**src/rtl/conv_encoder_param_if.sv**
```systemverilog
// Stream bundle for the convolutional encoder: one-bit information input stream
// and two-bit coded symbol output stream, each with valid/ready/last.
interface conv_encoder_param_if;
  logic       in_bit;
  logic       in_valid;
  logic       in_last;
  logic       in_ready;
  logic [1:0] out_sym;
  logic       out_valid;
  logic       out_last;
  logic       out_ready;

  // Environment side: produces information bits, consumes symbols.
  modport master (
    output in_bit, in_valid, in_last, out_ready,
    input  in_ready, out_sym, out_valid, out_last
  );

  // Encoder side: consumes information bits, produces symbols.
  modport slave (
    input  in_bit, in_valid, in_last, out_ready,
    output in_ready, out_sym, out_valid, out_last
  );
endinterface

```
**src/rtl/conv_encoder_param.sv**
```systemverilog
// Rate-1/2 feed-forward convolutional encoder with parametrised constraint length
// and generators. One registered symbol slot; optional K-1 zero-bit tail per frame
// so that every frame starts and ends in trellis state 0.
module conv_encoder_param #(
  parameter int unsigned     K       = 3,
  parameter logic [K-1:0]    G0      = 3'b111,
  parameter logic [K-1:0]    G1      = 3'b101,
  parameter bit              TAIL_EN = 1'b1
) (
  input  logic                  clk,
  input  logic                  rst,
  conv_encoder_param_if.slave   bus,
  output logic                  busy
);

  localparam int unsigned SW = K - 1;
  localparam int unsigned TW = $clog2(K);

  // Elaboration-time legality checks.
  if (K < 3 || K > 9) begin : gen_bad_k
    $error("conv_encoder_param: K must be within 3..9");
  end
  if (!G0[K-1] || !G1[K-1]) begin : gen_bad_g
    $error("conv_encoder_param: generator MSBs must be 1");
  end

  typedef enum logic [1:0] {StIdle, StRun, StFlush} state_e;

  state_e        state_q, state_d;
  logic [SW-1:0] s_q, s_d;
  logic [TW-1:0] tail_q, tail_d;
  logic [1:0]    sym_q, sym_d;
  logic          valid_q, valid_d;
  logic          last_q, last_d;

  logic          slot_free;
  logic          accept;
  logic          flush_step;
  logic          u;
  logic [K-1:0]  r;

  // Slot frees when empty or being drained this cycle; no path from in_valid.
  assign slot_free    = !valid_q || bus.out_ready;
  assign bus.in_ready = slot_free && (state_q != StFlush) && rst;
  assign accept       = bus.in_valid && bus.in_ready;
  assign flush_step   = (state_q == StFlush) && slot_free;
  // Tail bits are zero; u is only meaningful when a symbol is loaded.
  assign u            = accept & bus.in_bit;
  assign r            = {u, s_q};

  assign bus.out_sym   = sym_q;
  assign bus.out_valid = valid_q;
  assign bus.out_last  = last_q;
  assign busy          = (state_q != StIdle) || valid_q;

  // Next-state: output slot, shift state, tail counter and frame FSM.
  always_comb begin
    state_d = state_q;
    s_d     = s_q;
    tail_d  = tail_q;
    sym_d   = sym_q;
    valid_d = valid_q;
    last_d  = last_q;

    if (valid_q && bus.out_ready) begin
      valid_d = 1'b0;
      last_d  = 1'b0;
    end

    if (accept || flush_step) begin
      valid_d = 1'b1;
      sym_d   = {^(r & G0), ^(r & G1)};
      last_d  = 1'b0;
      s_d     = {u, s_q[SW-1:1]};
    end

    unique case (state_q)
      StIdle, StRun: begin
        if (accept) begin
          state_d = StRun;
          if (bus.in_last) begin
            if (TAIL_EN) begin
              state_d = StFlush;
            end else begin
              // Untailed frame: terminate by clearing the state directly.
              state_d = StIdle;
              last_d  = 1'b1;
              s_d     = '0;
            end
          end
        end
      end
      StFlush: begin
        if (flush_step) begin
          if (tail_q == TW'(K - 2)) begin
            last_d  = 1'b1;
            tail_d  = '0;
            state_d = StIdle;
          end else begin
            tail_d = tail_q + 1'b1;
          end
        end
      end
      default: state_d = StIdle;
    endcase
  end

  // State registers with synchronous active-low reset.
  always_ff @(posedge clk) begin
    if (!rst) begin
      state_q <= StIdle;
      s_q     <= '0;
      tail_q  <= '0;
      sym_q   <= '0;
      valid_q <= 1'b0;
      last_q  <= 1'b0;
    end else begin
      state_q <= state_d;
      s_q     <= s_d;
      tail_q  <= tail_d;
      sym_q   <= sym_d;
      valid_q <= valid_d;
      last_q  <= last_d;
    end
  end

endmodule

```
**src/flat_wrapper.sv**
```systemverilog
// flat-port wrapper written by rule: the top's interface ports become plain ports
module conv_encoder_param_flat 
#(
  parameter int unsigned     K       = 3,
  parameter logic [K-1:0]    G0      = 3'b111,
  parameter logic [K-1:0]    G1      = 3'b101,
  parameter bit              TAIL_EN = 1'b1
)
  (clk, rst, busy, bus_in_bit, bus_in_valid, bus_in_last, bus_out_ready, bus_in_ready, bus_out_sym, bus_out_valid, bus_out_last);
  conv_encoder_param_if bus_i ();
  input  logic clk;
  input  logic rst;
  output logic busy;
  input wire logic [$bits(bus_i.in_bit)-1:0] bus_in_bit;
  input wire logic [$bits(bus_i.in_valid)-1:0] bus_in_valid;
  input wire logic [$bits(bus_i.in_last)-1:0] bus_in_last;
  input wire logic [$bits(bus_i.out_ready)-1:0] bus_out_ready;
  output wire logic [$bits(bus_i.in_ready)-1:0] bus_in_ready;
  output wire logic [$bits(bus_i.out_sym)-1:0] bus_out_sym;
  output wire logic [$bits(bus_i.out_valid)-1:0] bus_out_valid;
  output wire logic [$bits(bus_i.out_last)-1:0] bus_out_last;
  assign bus_i.in_bit = bus_in_bit;
  assign bus_i.in_valid = bus_in_valid;
  assign bus_i.in_last = bus_in_last;
  assign bus_i.out_ready = bus_out_ready;
  assign bus_in_ready = bus_i.in_ready;
  assign bus_out_sym = bus_i.out_sym;
  assign bus_out_valid = bus_i.out_valid;
  assign bus_out_last = bus_i.out_last;
  conv_encoder_param #(.K(K), .G0(G0), .G1(G1), .TAIL_EN(TAIL_EN)) u_core (.clk(clk), .rst(rst), .bus(bus_i), .busy(busy));
endmodule
```
**config.mk**
```make
export PLATFORM = sky130hd
export DESIGN_NAME = conv_encoder_param_flat
export DESIGN_NICKNAME = d
export VERILOG_FILES = /design/src/rtl/conv_encoder_param_if.sv /design/src/rtl/conv_encoder_param.sv /design/src/flat_wrapper.sv
export SDC_FILE = /design/constraint.sdc
export NUM_CORES = 1
export LEC_CHECK = 0
export CORE_AREA = 10 10 47 49
export DETAILED_ROUTE_END_ITERATION = 8
export DIE_AREA = 0 0 57 59
export PLACE_DENSITY_LB_ADDON = 0.1
export SYNTH_ARGS = -nofsm -noshare
export SYNTH_HDL_FRONTEND = slang
export SYNTH_SLANG_ARGS = --single-unit
```
**constraint.sdc**
```tcl
create_clock -name clk -period 1.2 [get_ports clk]
set_input_delay 0.18 -clock clk [delete_from_list [all_inputs] [get_ports clk]]
set_output_delay 0.18 -clock clk [all_outputs]
set_load 0.005 [all_outputs]
```
==> results of run 1 <==
## power by group
| part | internal, W | leakage, nW | switching (W) |
|---|---|---|---|
| sequential | 0.000349 | 0.0826 | 0.0000130 |
| clock | 0.000184 | 0.0210 | 0.000118 |
| combinational | 0.000110 | 0.245 | 0.0000763 |
| total | 0.000643 | 0.348 | 0.000207 |
## Yosys cell counts (2+ instances only)
master / instances / area [µm²]
nand2_1: 4 / 15.01
nor3_1: 2 / 10.01
or3_1: 2 / 12.51
nor2_1: 6 / 22.52
a31oi_1: 3 / 18.77
xnor2_1: 2 / 17.52
a21oi_1: 2 / 10.01
dfxtp_1: 10 / 200.2
inv_1: 3 / 11.26
## final cells by class
type | instances | area, µm² | share of cell area [%]
inverter | 3 | 11.26 | 1.385
timing repair buffer | 24 | 209.0 | 25.69
sequential | 10 | 203.9 | 25.08
tap | 16 | 20.02 | 2.462
clock buffer | 4 | 36.28 | 4.462
multi-input combinational | 41 | 332.8 | 40.92
## flip-flops by register name, indices dropped and copies added, names as in the netlist
name                  count
u_core.bus.out_sym        2
u_core.bus.out_valid      1
u_core.s_q                2
u_core.bus.out_last       1
u_core.state_q            2
u_core.tail_q             2
## kinds of logic (layout without fill, tap and decap cells)
| logic type | after synthesis | count (layout) |
|---|---|---|
| AND/OR/NAND/NOR | 26 | 26 |
| flip-flops | 10 | 10 |
| AO/OA/AOI/OAI | 11 | 11 |
| multiplexers | 2 | 2 |
| XOR/XNOR | 2 | 2 |
| buffers and inverters | 3 | 31 |
## repair_timing
| action | CTS | global route |
|---|---|---|
| endpoints found under the setup margin | 14 | 11 |
| buffers inserted | 2 | 0 |
| pin swaps | 8 | 3 |
| gates resized for setup | 27 | 3 |
## worst paths after layout
path	startpoint	end	slack [ps]
setup / recovery	u_core.bus.out_valid	u_core.state_q[0]	-100
setup reg to reg	u_core.bus.out_valid	u_core.state_q[0]	-100
hold / removal	u_core.bus.out_sym[1]	u_core.bus.out_sym[1]	480
hold reg to reg	u_core.bus.out_sym[1]	u_core.bus.out_sym[1]	480
## through the flow
stage          instances  power [W]
3_3_place_gp          92  0.0005411
6_report              98  0.0008500
5_1_grt               98  0.0008974
3_5_place_dp          92  0.0005412
2_1_floorplan         54  0.0004469
4_1_cts               98  0.0008534
## layer usage
layer | up-vias | GRT usage (%)
li1 | 250 | -
met1 | 236 | 8.838
met2 | 7 | 12.87
met3 | 2 | 3.219
met4 | 0 | 4.027
met5 | - | 0
## worst max-delay path: stages (launching register included)
cell and delay, ps:
dfxtp_2 340, and2b_2 210, buf_6 130, nor3_4 190
mux2_4 320, nor2_2 70
==> results.sh, run 1 <==
export IMPL_fin_crit_ps=1300
export IMPL_nets=89
export IMPL_drc_errors=0
export IMPL_grt_usage_pct=7.963
export IMPL_synth_compound_area_share_pct=16.92
export IMPL_synth_seq_cells=10
export IMPL_finalMaxSlewViolations=0
export IMPL_hold_buffers=0
export IMPL_grt_pass1_vias=467
export IMPL_antenna_found_initial=0
export IMPL_setup_worst_path_class="reg -> reg"
export IMPL_h_tree_depth=1
export IMPL_synth_simple_area_share_pct=32.58
export IMPL_drive_above_1_share_pct=48.78
export IMPL_drv_cap=0
export IMPL_grt_overflow_total=0
export IMPL_yosysSeqAreaShare_pct=40.40
export IMPL_cts_root_buffer="clkbuf_4"
export IMPL_path_max_fanout=4
export IMPL_dp_hpwl_um=916.4
export IMPL_die_area_mm2=0.003363
export IMPL_setup_viol=9
export IMPL_tightest_slew_ps=243.9
export IMPL_synth_edf_count=0
export IMPL_synthAdderAreaFrac_pct=0
export IMPL_grt_pass1_wl_um=2104
export IMPL_clk_latency_ps=260
export IMPL_wl_per_cell_um=12.79
export IMPL_synthToLayoutAreaGrowth_pct=64.14
export IMPL_cts_buffers=3
export IMPL_routed_wl_um=1253
export IMPL_rows=14
export IMPL_hold_viol=0
export IMPL_antenna_left=0
export IMPL_grt_max_degree=8
export IMPL_rr_worst_depth=5
export IMPL_io_buffers=11
export IMPL_yosysUniqueCellTypes=29
export IMPL_final_cell_area_um2=813.3
export IMPL_fin_hold_ws_ps=484.5
export IMPL_synth_top_flop_cell="dfxtp_1"
export IMPL_synthesis_area_um2=495.5
export IMPL_gp_congestion=0.7593
export IMPL_cts_buffer_depth=2
export IMPL_yosys_warnings=0
export IMPL_ios=12
export IMPL_die_y_um=59
export IMPL_fin_crit_sh_pct=108.4
export IMPL_run_status="finished with violations"
export IMPL_crit_required_ps=1400
export IMPL_routed_wl_met2_um=639
export IMPL_final_common_cell="buf_4"
export IMPL_clk_pin_slew_ps=70
export IMPL_viasPerCell=5.051
export IMPL_fin_setup_tns_ps=-502.5
export IMPL_fp_dieW_um=57
export IMPL_synth_top_family_by_area="simple AND/OR/NAND/NOR gates"
export IMPL_peakVddDrop_mv=0.7068
export IMPL_syn_area_per_cell_um2=9.175
export IMPL_finalCoreUtilization_pct=58.04
export IMPL_via_count=495
export IMPL_p_leak_nw=0.3481
export IMPL_rsz0062_at_grt="true"
export IMPL_async_flop_share_pct=0
export IMPL_coreArea_mm2=0.001401
export IMPL_antenna_cells=0
export IMPL_arrival_ps=1500
export IMPL_p_per_area_mw_per_mm2=1045
export IMPL_setup_slack_ps=-100.4
export IMPL_drt_iter0_drc=9
export IMPL_syn_num_nets=60
export IMPL_final_cell_mix="buf_4, dfxtp_1, dlygate4sd2_1"
export IMPL_dr_max_layer_used="met4"
export IMPL_cts_tree="yes"
export IMPL_placed_area_um2=716.9
export IMPL_cts_sink_count=10
export IMPL_holdPathStages=2
export IMPL_fill_cells=138
export IMPL_fin_worst_skew_ps=7.112
export IMPL_pre_cts_ws_ps=-512.8
export IMPL_synth_cells=54
export IMPL_start_kind="flip-flop"
export IMPL_met3_length_um=53
export IMPL_violations="negative setup slack"
export IMPL_m1WireLength_um=544
export IMPL_endpoint_kind="flip-flop"
export IMPL_dr_pass1_iters=4
export IMPL_hp_class="reg -> reg"
export IMPL_synth_area_mux_share_pct=4.293
export IMPL_maxSlewHeadroom_pct=83.70
export IMPL_initial_core_util_pct=35.36
export IMPL_synth_xor_area_share_pct=3.535
export IMPL_fmax_ghz=0.7690
No activity file was read; power rests on OpenSTA's default activity.
==> run 2, diff against run 1 <==
Settings changed: GPL_ROUTABILITY_DRIVEN set to 0.
Clock period 1.2 ns to 1.4 ns, I/O delays scaled along.
==> run 2 against run 1 <==
Compared with the run above: the flow now finishes without violations; sequential power is 15% lower; critical path depth unchanged; worst hold slack worse by 13 ps; worst setup slack better by 150 ps; sequential share of layout area grew 2.3 points; flip-flop and latch count did not move; maximum frequency down 4.0%; critical endpoint unchanged; highest routed layer unchanged.
==> results.sh, run 2 (synthesis gave the netlist of run 1 again) <==
export IMPL_cts_buffer_depth=2
export IMPL_grt_pass1_wl_um=1925
export IMPL_drt_iter0_drc=10
export IMPL_fp_dieW_um=57
export IMPL_grt_overflow_total=0
export IMPL_hold_buffers=0
export IMPL_fin_crit_sh_pct=96.80
export IMPL_cts_root_buffer="clkbuf_4"
export IMPL_cts_tree="yes"
export IMPL_tightest_slew_ps=233.1
export IMPL_fill_cells=146
export IMPL_nets=86
export IMPL_viasPerCell=4.872
export IMPL_drc_errors=0
export IMPL_setup_worst_path_class="reg -> reg"
export IMPL_synthToLayoutAreaGrowth_pct=50.25
export IMPL_dr_pass1_iters=4
export IMPL_final_cell_area_um2=744.5
export IMPL_path_max_fanout=3
export IMPL_cts_buffers=3
export IMPL_peakVddDrop_mv=0.5521
export IMPL_cp_slowest_cell="dfxtp_2"
export IMPL_antenna_found_initial=0
export IMPL_final_common_cell="clkdlybuf4s50_1"
export IMPL_cts_sink_count=10
export IMPL_finalMaxSlewViolations=0
export IMPL_antenna_left=0
export IMPL_grt_usage_pct=7.441
export IMPL_ios=12
export IMPL_endpoint_kind="flip-flop"
export IMPL_setup_viol=0
export IMPL_drv_cap=0
export IMPL_clk_latency_ps=260
export IMPL_fin_crit_ps=1355
export IMPL_rsz0062_at_grt="false"
export IMPL_grt_pass1_vias=458
export IMPL_die_y_um=59
export IMPL_maxSlewHeadroom_pct=84.42
export IMPL_dp_hpwl_um=882
export IMPL_p_per_area_mw_per_mm2=870.9
export IMPL_max_stage_delay_ps=330
export IMPL_coreArea_mm2=0.001401
export IMPL_die_area_mm2=0.003363
export IMPL_initial_core_util_pct=35.36
export IMPL_io_buffers=11
export IMPL_rows=14
export IMPL_wl_per_cell_um=11.87
export IMPL_crit_required_ps=1600
export IMPL_hold_viol=0
export IMPL_clk_pin_slew_ps=60
export IMPL_fmax_ghz=0.7379
export IMPL_fin_worst_skew_ps=0.8582
export IMPL_path_cells="and2b_2, buf_6, nor3_4, mux2_4, nor2_2"
export IMPL_run_status="finished clean"
export IMPL_via_count=458
export IMPL_drive_above_1_share_pct=38.46
export IMPL_p_leak_nw=0.2989
export IMPL_grt_max_degree=8
export IMPL_start_kind="flip-flop"
export IMPL_arrival_ps=1560
export IMPL_fin_hold_ws_ps=471.1
export IMPL_hp_class="reg -> reg"
export IMPL_antenna_cells=0
export IMPL_placed_area_um2=693.2
export IMPL_routed_wl_um=1116
export IMPL_final_cell_mix="clkdlybuf4s50_1, buf_4, dfxtp_1"
export IMPL_h_tree_depth=1
[run 2: layer usage]
metal | vias to the layer above | GRT usage [%] | wire length [µm] | part of all wire (%)
li1 | 240 | - | - | -
met1 | 194 | 7.869 | 518 | 46
met2 | 19 | 10.70 | 462 | 41
met3 | 5 | 4.077 | 102 | 9.1
met4 | 0 | 6.040 | 32 | 2.9
met5 | - | 0 | 0 | 0
[run 2: stage by stage]
step | setup WS, ps | cells | power (W) | TNS, ps | utilization (%)
floorplan | 141.8 | 54 | 0.0003789 | 0 | -
global placement | -334.7 | 90 | 0.0004544 | -2152 | 49.46
detailed placement | -353.0 | 90 | 0.0004542 | -2242 | 49.46
CTS | 0.02576 | 94 | 0.0006501 | 0 | 52.23
global route | 3.695 | 94 | 0.0006809 | 0 | 53.13
finish | 44.86 | 94 | 0.0006484 | 0 | 53.13
[run 2: report_power, final]
part           internal (W)  total (W)  switching (W)
Combinational     0.0000845   0.000143      0.0000586
Clock             0.0000994   0.000196      0.0000970
Sequential         0.000299   0.000309     0.00000970
[run 2: what timing repair did]
item,in CTS,in global routing
buffers inserted,1,0
resized for setup,14,5
pin swaps,2,3
endpoints found under the setup margin,4,4
cloned,0,0
hold endpoints to repair,0,0
[run 2: cell type report]
class	count	area (µm²)	area share [%]
sequential	10	203.9	27.40
multi-input combinational	41	301.5	40.50
clock buffer	3	22.52	3.025
tap	16	20.02	2.689
inverter	3	11.26	1.513
timing repair buffer	21	185.2	24.87
[run 2: critical path: cells and delay by family (launching register included)]
kind,cells,cell delay [ps]
buffers and inverters,1,130
flip-flops,1,330
multiplexers,1,320
AND/OR/NAND/NOR,3,520
[run 2: path summary, 6_finish.rpt]
| check | from | to | slack [ps] | cells past startpoint |
|---|---|---|---|---|
| max | u_core.state_q[0] | u_core.state_q[0] | 40 | 5 |
| min | u_core.bus.out_sym[1] | u_core.bus.out_sym[1] | 470 | 2 |
| max reg2reg | u_core.state_q[0] | u_core.state_q[0] | 40 | 5 |
| min reg2reg | u_core.bus.out_sym[1] | u_core.bus.out_sym[1] | 470 | 2 |
